===== src/rtl/keypad_pkg.sv =====
// Shared types and sizes for the keypad encoder slice.
package keypad_pkg;

    localparam int KEY_COUNT = 10;
    localparam int CODE_W    = 4;
    localparam int CNT_W     = 4;

    typedef enum logic [1:0] {
        ST_IDLE         = 2'd0,
        ST_QUALIFY      = 2'd1,
        ST_HOLD         = 2'd2,
        ST_WAIT_RELEASE = 2'd3
    } state_t;

endpackage : keypad_pkg


===== src/rtl/onehot_priority_enc.sv =====
// Lowest-set-bit index of the key vector plus any/multi-bit flags; purely combinational.
import keypad_pkg::*;

module onehot_priority_enc (
    input  logic [KEY_COUNT-1:0] vec,
    output logic [CODE_W-1:0]    idx,
    output logic                 any,
    output logic                 multi
);

    // Scan downwards so the lowest set bit is the last to write idx.
    always_comb begin
        idx = '0;
        for (int i = KEY_COUNT - 1; i >= 0; i--) begin
            if (vec[i]) begin
                idx = CODE_W'(i);
            end
        end
    end

    assign any   = |vec;
    assign multi = |(vec & (vec - KEY_COUNT'(1)));

endmodule : onehot_priority_enc


===== src/rtl/keypad_encoder.sv =====
// Qualifies a stable key vector for STABLE_CYCLES samples and hands its BCD code to a
// ready/valid consumer. Multi-key handling selected by macro KEYPAD_MULTI_ERR_EN.
//
// state           | meaning
// ST_IDLE         | no key pressed, waiting for a press
// ST_QUALIFY      | counting consecutive identical samples
// ST_HOLD         | code presented, waiting for ready
// ST_WAIT_RELEASE | code consumed or rejected, waiting for all keys released
import keypad_pkg::*;

module keypad_encoder #(
    parameter int STABLE_CYCLES = 4
) (
    input  logic                 clk,
    input  logic                 clr_n,
    input  logic [KEY_COUNT-1:0] keys,
    input  logic                 ready,
    output logic                 valid,
    output logic [CODE_W-1:0]    code,
    output logic                 err
);

    localparam logic [CNT_W-1:0] STABLE_CNT = CNT_W'(STABLE_CYCLES);

    state_t               state;
    state_t               state_d;
    logic [KEY_COUNT-1:0] sample;
    logic [CNT_W-1:0]     cnt;
    logic [CNT_W-1:0]     cnt_d;
    logic                 sample_ld;
    logic                 qual_hit;
    logic                 key_any;
    logic                 key_multi;
    logic [CODE_W-1:0]    key_idx;
    logic                 valid_d;
    logic [CODE_W-1:0]    code_d;

    onehot_priority_enc u_enc (
        .vec   (keys),
        .idx   (key_idx),
        .any   (key_any),
        .multi (key_multi)
    );

    // Qualification datapath: at the qualifying edge keys equals sample, so the
    // encoder can look at keys directly.
    always_comb begin
        cnt_d     = cnt;
        sample_ld = 1'b0;
        case (state)
            ST_IDLE: begin
                if (key_any) begin
                    sample_ld = 1'b1;
                    cnt_d     = CNT_W'(1);
                end else begin
                    cnt_d = '0;
                end
            end
            ST_QUALIFY: begin
                if (!key_any) begin
                    cnt_d = '0;
                end else if (keys != sample) begin
                    sample_ld = 1'b1;
                    cnt_d     = CNT_W'(1);
                end else if (cnt >= STABLE_CNT) begin
                    cnt_d = STABLE_CNT;
                end else begin
                    cnt_d = cnt + CNT_W'(1);
                end
            end
            default: ;
        endcase
        qual_hit = key_any && (state == ST_IDLE || state == ST_QUALIFY) && (cnt_d == STABLE_CNT);
    end

    always_ff @(posedge clk or negedge clr_n) begin
        if (!clr_n) begin
            cnt    <= '0;
            sample <= '0;
        end else begin
            cnt <= cnt_d;
            if (sample_ld) begin
                sample <= keys;
            end
        end
    end

    always_ff @(posedge clk or negedge clr_n) begin
        if (!clr_n) begin
            state <= ST_IDLE;
        end else begin
            state <= state_d;
        end
    end

    always_comb begin
        state_d = state;
        case (state)
            ST_IDLE: begin
                if (key_any) begin
                    state_d = ST_QUALIFY;
                end
            end
            ST_QUALIFY: begin
                if (!key_any) begin
                    state_d = ST_IDLE;
                end
            end
            ST_HOLD: begin
                if (ready) begin
                    state_d = key_any ? ST_WAIT_RELEASE : ST_IDLE;
                end
            end
            ST_WAIT_RELEASE: begin
                if (!key_any) begin
                    state_d = ST_IDLE;
                end
            end
            default: state_d = ST_IDLE;
        endcase
        if (qual_hit) begin
`ifdef KEYPAD_MULTI_ERR_EN
            state_d = key_multi ? ST_WAIT_RELEASE : ST_HOLD;
`else
            state_d = ST_HOLD;
`endif
        end
    end

`ifdef KEYPAD_MULTI_ERR_EN
    logic err_d;
`else
    logic unused_multi;
    assign unused_multi = key_multi;
`endif

    always_comb begin
        valid_d = valid;
        code_d  = code;
`ifdef KEYPAD_MULTI_ERR_EN
        err_d   = 1'b0;
`endif
        if (qual_hit) begin
`ifdef KEYPAD_MULTI_ERR_EN
            if (key_multi) begin
                err_d   = 1'b1;
                valid_d = 1'b0;
                code_d  = '0;
            end else begin
                valid_d = 1'b1;
                code_d  = key_idx;
            end
`else
            valid_d = 1'b1;
            code_d  = key_idx;
`endif
        end else if (state == ST_HOLD && ready) begin
            valid_d = 1'b0;
            code_d  = '0;
        end
    end

    always_ff @(posedge clk or negedge clr_n) begin
        if (!clr_n) begin
            valid <= 1'b0;
            code  <= '0;
        end else begin
            valid <= valid_d;
            code  <= code_d;
        end
    end

`ifdef KEYPAD_MULTI_ERR_EN
    always_ff @(posedge clk or negedge clr_n) begin
        if (!clr_n) begin
            err <= 1'b0;
        end else begin
            err <= err_d;
        end
    end
`else
    assign err = 1'b0;
`endif

endmodule : keypad_encoder


===== config.mk =====
export PLATFORM = sky130hd
export DESIGN_NAME = keypad_encoder
export DESIGN_NICKNAME = d
export VERILOG_FILES = /design/src/rtl/keypad_pkg.sv /design/src/rtl/onehot_priority_enc.sv /design/src/rtl/keypad_encoder.sv
export SDC_FILE = /design/constraint.sdc
export NUM_CORES = 1
export LEC_CHECK = 0
export BUFFER_PORTS_ARGS = -buffer_cell sky130_fd_sc_hd__buf_4
export CORE_MARGIN = 4
export CORE_UTILIZATION = 55
export DETAILED_ROUTE_END_ITERATION = 8
export GPL_TIMING_DRIVEN = 0
export PLACE_DENSITY = 0.89
export SLEW_MARGIN = 25
export SYNTH_ARGS = -nofsm -noshare
export SYNTH_HDL_FRONTEND = slang
export SYNTH_SLANG_ARGS = --single-unit
export TNS_END_PERCENT = 20

===== constraint.sdc =====
create_clock -name clk -period 4.35 [get_ports clk]
set_input_delay 0.2175 -clock clk [delete_from_list [all_inputs] [get_ports clk]]
set_output_delay 0.2175 -clock clk [all_outputs]
set_load 0.02 [all_outputs]

## Yosys cells after proc, flatten, opt, wreduce, memory -nomap -nowiden

Cells that the tools add are included.

| storage, ports and cells | value |
|---|---|
| word-level logic and storage cells | 53 |
| bits in writable memories | 0 |
| bits in registers | 21 |
| bits of input ports | 13 |
| bits in read-only memories | 0 |
| output and inout bits | 6 |
| bits in latches | 0 |
| memories kept | 0 |

| cells by class | value |
|---|---|
| equal/unequal tests | 8 |
| multiplexer cells | 29 |
| multiply operators | 0 |
| $lt $le $gt $ge | 1 |
| shift-type cells | 0 |
| $add $sub $neg | 1 |
| bitwise operators | 0 |
| reduce and logical (&&, ||, !) cells | 9 |
| div/mod/pow operators | 0 |

Operators by type and width:

| kind | count |
|---|---|
| 4-bit two-way mux | 15 |
| 2-bit two-way mux | 5 |
| 10-bit inequality test | 1 |
| 10-bit OR reduction | 1 |
| 3-bit inequality test (second input constant) | 3 |
| 4-bit one-hot mux with 2 select lines | 1 |
| 1-bit two-way mux | 6 |
| 2-bit one-hot mux with 3 select lines | 1 |
| 4-bit by 1-bit adder with 4-bit output (second input constant) | 1 |
| 2-bit == test (second input constant) | 2 |
| 4-bit by 3-bit == test with 1-bit output (second input constant) | 1 |
| 4-bit by 3-bit greater-or-equal comparator with 1-bit output (second input constant) | 1 |
| 1-bit logical AND | 3 |
| 3-bit AND reduction | 1 |
| 2-bit by 1-bit == test with 1-bit output (second input constant) | 1 |
| 2-bit zero test | 1 |
| 1-bit one-hot mux with 2 select lines | 1 |
| 2-bit nonzero test | 1 |
| 2-bit OR reduction | 1 |
| 1-bit logical OR | 1 |

## Longest topological paths before layout

| logic depth | value |
|---|---|
| word-level depth | 11 |
| mapped depth | 6 |
| mapped depth without buffers | 6 |

## Hierarchy

From an unflattened synthesis, not the netlist that was laid out.

| unflattened totals | value |
|---|---|
| cells, all modules | 117 |
| area, all modules | 1201.2 µm² |

By module, submodules not included:

| module | times used | seq. area each (µm²) | area each (µm²) | cells each |
|---|---|---|---|---|
| keypad_encoder | 1 | 525.5 | 1031.0 | 89 |
| onehot_priority_enc | 1 | 0.0 | 170.2 | 28 |

## Worst setup path before layout

Ideal clock, no wire load.

| path | value |
|---|---|
| path type | input to register |
| start point | input keys[0] |
| end point | register sample[1] |
| required time | 4.225 ns |
| data arrival time | 1.642 ns |
| stages on the path | 5 |
| buffers on the path | 0 |
| slack | 2.583 ns |
| setup time | 0.125 ns |
| cells stage by stage | or4_4 nor4_4 nor2_4 nand2b_4 mux2_2 |

| on the way | value |
|---|---|
| cells in the longest elaborated chain, start to end | 4 |
| elaborated cells on any way between the ends | 6 |
| those cells by class | 1 x eq/ne; 4 x mux; 1 x reduce/logical |

Ends and longest elaborated chain:

| item | RTL line | text |
|---|---|---|
| start, declared | keypad_encoder.sv:16 | `input logic [KEY_COUNT-1:0] keys,` |
| 10-bit inequality test | keypad_encoder.sv:62 | `end else if (keys != sample) begin` |
| 1-bit two-way mux | keypad_encoder.sv:62 |  |
| 1-bit two-way mux | keypad_encoder.sv:60 | `if (!key_any) begin` |
| 1-bit one-hot mux with 2 select lines * | keypad_encoder.sv:50 | `case (state)` |
| end signal, assigned | keypad_encoder.sv:83 | `sample <= keys;` |
| end, declared | keypad_encoder.sv:27 | `logic [KEY_COUNT-1:0] sample;` |

Mark *: on every way between the ends. The rest lies on a longest branch, timed or not.
A chain may end at the register's enable or synchronous reset.

## Final worst setup path

| path | value |
|---|---|
| start point | register sample[2] |
| end point | register sample[8] |

| on the way | value |
|---|---|
| cells in the longest elaborated chain, start to end | 4 |

Ends and longest elaborated chain:

| item | RTL line |
|---|---|
| 10-bit inequality test | keypad_encoder.sv:62 |
| 1-bit two-way mux | keypad_encoder.sv:62 |
| 1-bit two-way mux | keypad_encoder.sv:60 |
| 1-bit one-hot mux with 2 select lines | keypad_encoder.sv:50 |

Every way passes these cells.

==> impl_metrics.py <==
metrics = {
    "run_status": {
        "status": "completed",
    },
    "placement": {
        "gp_congestion": 0.854,
        "hpwlAfterDp_mm": 1.65,
        "io_buffer_count": 17,
        "post-place-ws_ns": 2.31,
    },
    "synthesis": {
        "synth_top_area_frac": 0.478,
        "yosysTopAreaCell": "dfrtp_1",
        "synth-simple-area-share": 0.182,
        "yosys_warnings": 0,
        "synthCells": 101,
        "synth_adder_area_share": 0.0114,
        "synthMuxAreaShare": 0.129,
        "postSynthAreaPerCell_um2": 10.9,
        "ys_seq_elements": 21,
        "synth_cell_type_count": 32,
        "synth_compound_area_frac": 0.0967,
        "syn_area_um2": 1100,
        "yosysSeqAreaShare": 0.478,
        "synth_area_leaders": "dfrtp_1 48%, mux2_2 9.2%, xnor2_1 8.0%",
        "syn_nets": 115,
        "synth-xor-area-share": 0.0796,
        "synth_top_family_by_area": "simple AND/OR/NAND/NOR gates",
    },
    "layout": {
        "nNetsFinal": 138,
        "area_delta_synth_final_pct": 17.9,
        "layout-drive-gt1-share": 0.293,
        "fin_util": 0.719,
        "diodes": 0,
        "fillers": 131,
    },
    "flow_run": {
        "cap_violations": 0,
    },
    "worst_setup_path": {
        "start_kind": "flop",
        "end_kind": "flop",
        "worst_ep_required_time_ns": 4.55,
        "worstPathCellList": "xnor2_1 > nand4_1 > nor3_1 > nand2b_4 > mux2_2",
        "slowest_stage": "dfrtp_1",
        "path_buf_inv": 0,
        "r2r-start": "sample[2]",
        "r2r_cells": 5,
        "cp.depth": 5,
        "critPathTopFamily": "simple AND/OR/NAND/NOR gates",
        "cp_slowest_stage_delay_ns": 0.42,
        "cp-startpoint": "sample[2]",
        "crit_fanout": 5,
        "criticalPathCategory": "flop to flop",
        "critPathArrivalTime_ns": 2.09,
    },
    "cts": {
        "clockBufferDepth": 2,
        "clock_sinks": 21,
        "htree_levels": 1,
        "cts_buffers": 3,
        "cts_root_buf": "clkbuf_4",
        "post-cts-setup-buffers": 0,
        "tritoncts": "yes",
        "clock_latency_ns": 0.31,
        "clkSlewWorstSetupHoldPaths_ns": 0.12,
    },
    "floorplan": {
        "dieWidth_um": 52.7,
        "initial_utilization": 0.610,
        "rows": 15,
        "dieHeight_um": 52.7,
        "io_pins": 19,
        "core-area_um2": 1800,
        "die-area_um2": 2780,
    },
    "timing": {
        "setup_slack_ns": 2.47,
        "worst_pin_slew_ns": 0.601,
        "finalMaxSlewViolations": 0,
        "finalHoldViolCount": 0,
        "setup_viol": 0,
        "setup_tns_ns": 0,
        "rsz0062_at_grt": "no",
        "relSlewSlack": 0.595,
        "fin_crit_ns": 1.88,
        "skew_ns": 0.00838,
        "max_freq_mhz": 531,
        "fin_crit_sh": 0.433,
    },
    "routing": {
        "drc": 0,
        "routed_wl_mm": 2.19,
        "routed-via-count": 818,
        "detail_route.wl_per_cell_um": 14.8,
        "drtIter0Drc": 24,
        "dr.pass1.iters": 4,
        "vias_per_cell": 5.53,
        "ant_nets": 0,
    },
    "global_routing": {
        "grt_remaining_overflow": 0,
        "grt_antenna_before_repair": 0,
        "grt_max_degree": 22,
        "grt_pass1_wl_mm": 3.66,
        "track_usage": 0.182,
        "grt_pass1_vias": 801,
    },
    "pwr": {
        "p_leak_nw": 0.608,
        "ir_drop_v": 0.000232,
        "powerDensity_nw_per_um2": 262,
    },
    "hold_path": {
        "min_from": "keys[7]",
        "min_path_cells": 2,
        "min_path_type": "primary input to flop",
    },
}
worst reg2reg max path, delay by kind of cell, from the launching register on:
family / cells / cell delay [ns]
AND/OR/NAND/NOR: 3 / 0.82
XOR/XNOR: 1 / 0.20
multiplexers: 1 / 0.33
flip-flops: 1 / 0.42
placed cells by master, fill, tap and decap left out, drive strengths merged:
| cell type | synthesis | routed |
|---|---|---|
| a221oi | 1 | 1 |
| mux2i | 4 | 4 |
| a21oi | 2 | 2 |
| ha | 1 | 1 |
| nand3 | 2 | 2 |
| inv | 3 | 3 |
| dfrtp | 21 | 21 |
| a22o | 2 | 2 |
| a21o | 1 | 1 |
| nand3b | 1 | 1 |
| buf | 1 | 18 |
| conb | 1 | 1 |
| nand2b | 3 | 3 |
| clkbuf | 1 | 4 |
| a311oi | 1 | 1 |
| nor2 | 11 | 11 |
| o21ai | 6 | 6 |
| o22a | 1 | 1 |
| mux2 | 9 | 9 |
| clkinv | 0 | 1 |
| nand2 | 8 | 8 |
| nor3 | 2 | 2 |
| o31ai | 2 | 2 |
| dlygate4sd3 | 0 | 1 |
| nor4 | 2 | 2 |
| and2 | 1 | 1 |
| xnor2 | 10 | 10 |
| or4 | 2 | 2 |
| nand4 | 2 | 2 |
cells by family after synthesis:
logic type	after synthesis
and+or+nand+nor	34
DFF	21
AOI/OAI and AO/OA	16
muxes	13
xor gates and xnor gates	10
buffers and inverters	5
adders and majority gates	1
other	1
final timing paths:
path,to,slack [ns]
worst max-delay path,sample[8],2.47
worst min-delay path,sample[7],0.17
worst min register to register,valid,0.51
min in group asynchronous,cnt[0],0.31
max in group asynchronous,sample[3],3.83
worst max register to register,sample[8],2.47
cell usage after synthesis:
library cell / n
dfrtp_1: 21
a311oi_1: 1
a22o_1: 2
xnor2_1: 10
o22a_1: 1
nand2_1: 7
clkbuf_1: 1
nor3_1: 2
nor2_4: 1
o21ai_0: 6
or4_4: 1
mux2i_1: 4
nor4_1: 1
nand4_1: 2
a21oi_1: 2
and2_1: 1
o31ai_1: 2
conb_1: 1
nand3_1: 2
nand2b_1: 2
ha_1: 1
inv_1: 3
nand2b_4: 1
nand3b_1: 1
nand2_2: 1
buf_4: 1
or4_1: 1
a221oi_1: 1
nor2_1: 10
mux2_2: 9
nor4_4: 1
a21o_1: 1
metal layers:
metal | global-route usage | part of all wire
met5 | 0 | 0
met4 | 0.0766 | 0.016
met3 | 0.0370 | 0.054
met2 | 0.298 | 0.49
met1 | 0.231 | 0.44
final cells by class:
class / instances / area, µm² / share of cell area
multi-input cells: 75 / 552 / 0.426
clock inverters: 1 / 5.00 / 0.00386
repair buffers: 18 / 138 / 0.106
plain buffers: 2 / 11.3 / 0.00869
well taps: 25 / 31.3 / 0.0241
inverters: 3 / 11.3 / 0.00869
clock buffers: 3 / 22.5 / 0.0174
flip-flops and latches: 21 / 526 / 0.405
power by group:
part | switching [mW] | internal (mW)
Sequential | 0.00334 | 0.200
Clock | 0.0599 | 0.0344
Combinational | 0.0210 | 0.0215
through the flow:
stage / instance area (µm²) / cells / hold WS [ns] / total power [mW]
detailed placement: 1260 / 143 / 0.115 / 0.249
finish: 1300 / 148 / 0.172 / 0.340
floorplan: 1100 / 101 / -0.0781 / 0.227
global route: 1300 / 148 / 0.174 / 0.354
global placement: 1260 / 143 / 0.112 / 0.247
CTS: 1300 / 148 / 0.177 / 0.341
sequential cells by signal, summed over array words and instances, names as in the netlist:
signal / count
code: 4
cnt: 4
valid: 1
sample: 10
state: 2
timing repair:
action,in CTS,in global routing
hold buffers,1,0
resized for setup,0,0
endpoints found under the setup margin,0,0
hold endpoints to repair,21,0
Note: power is estimated with default switching activity, not from simulation.
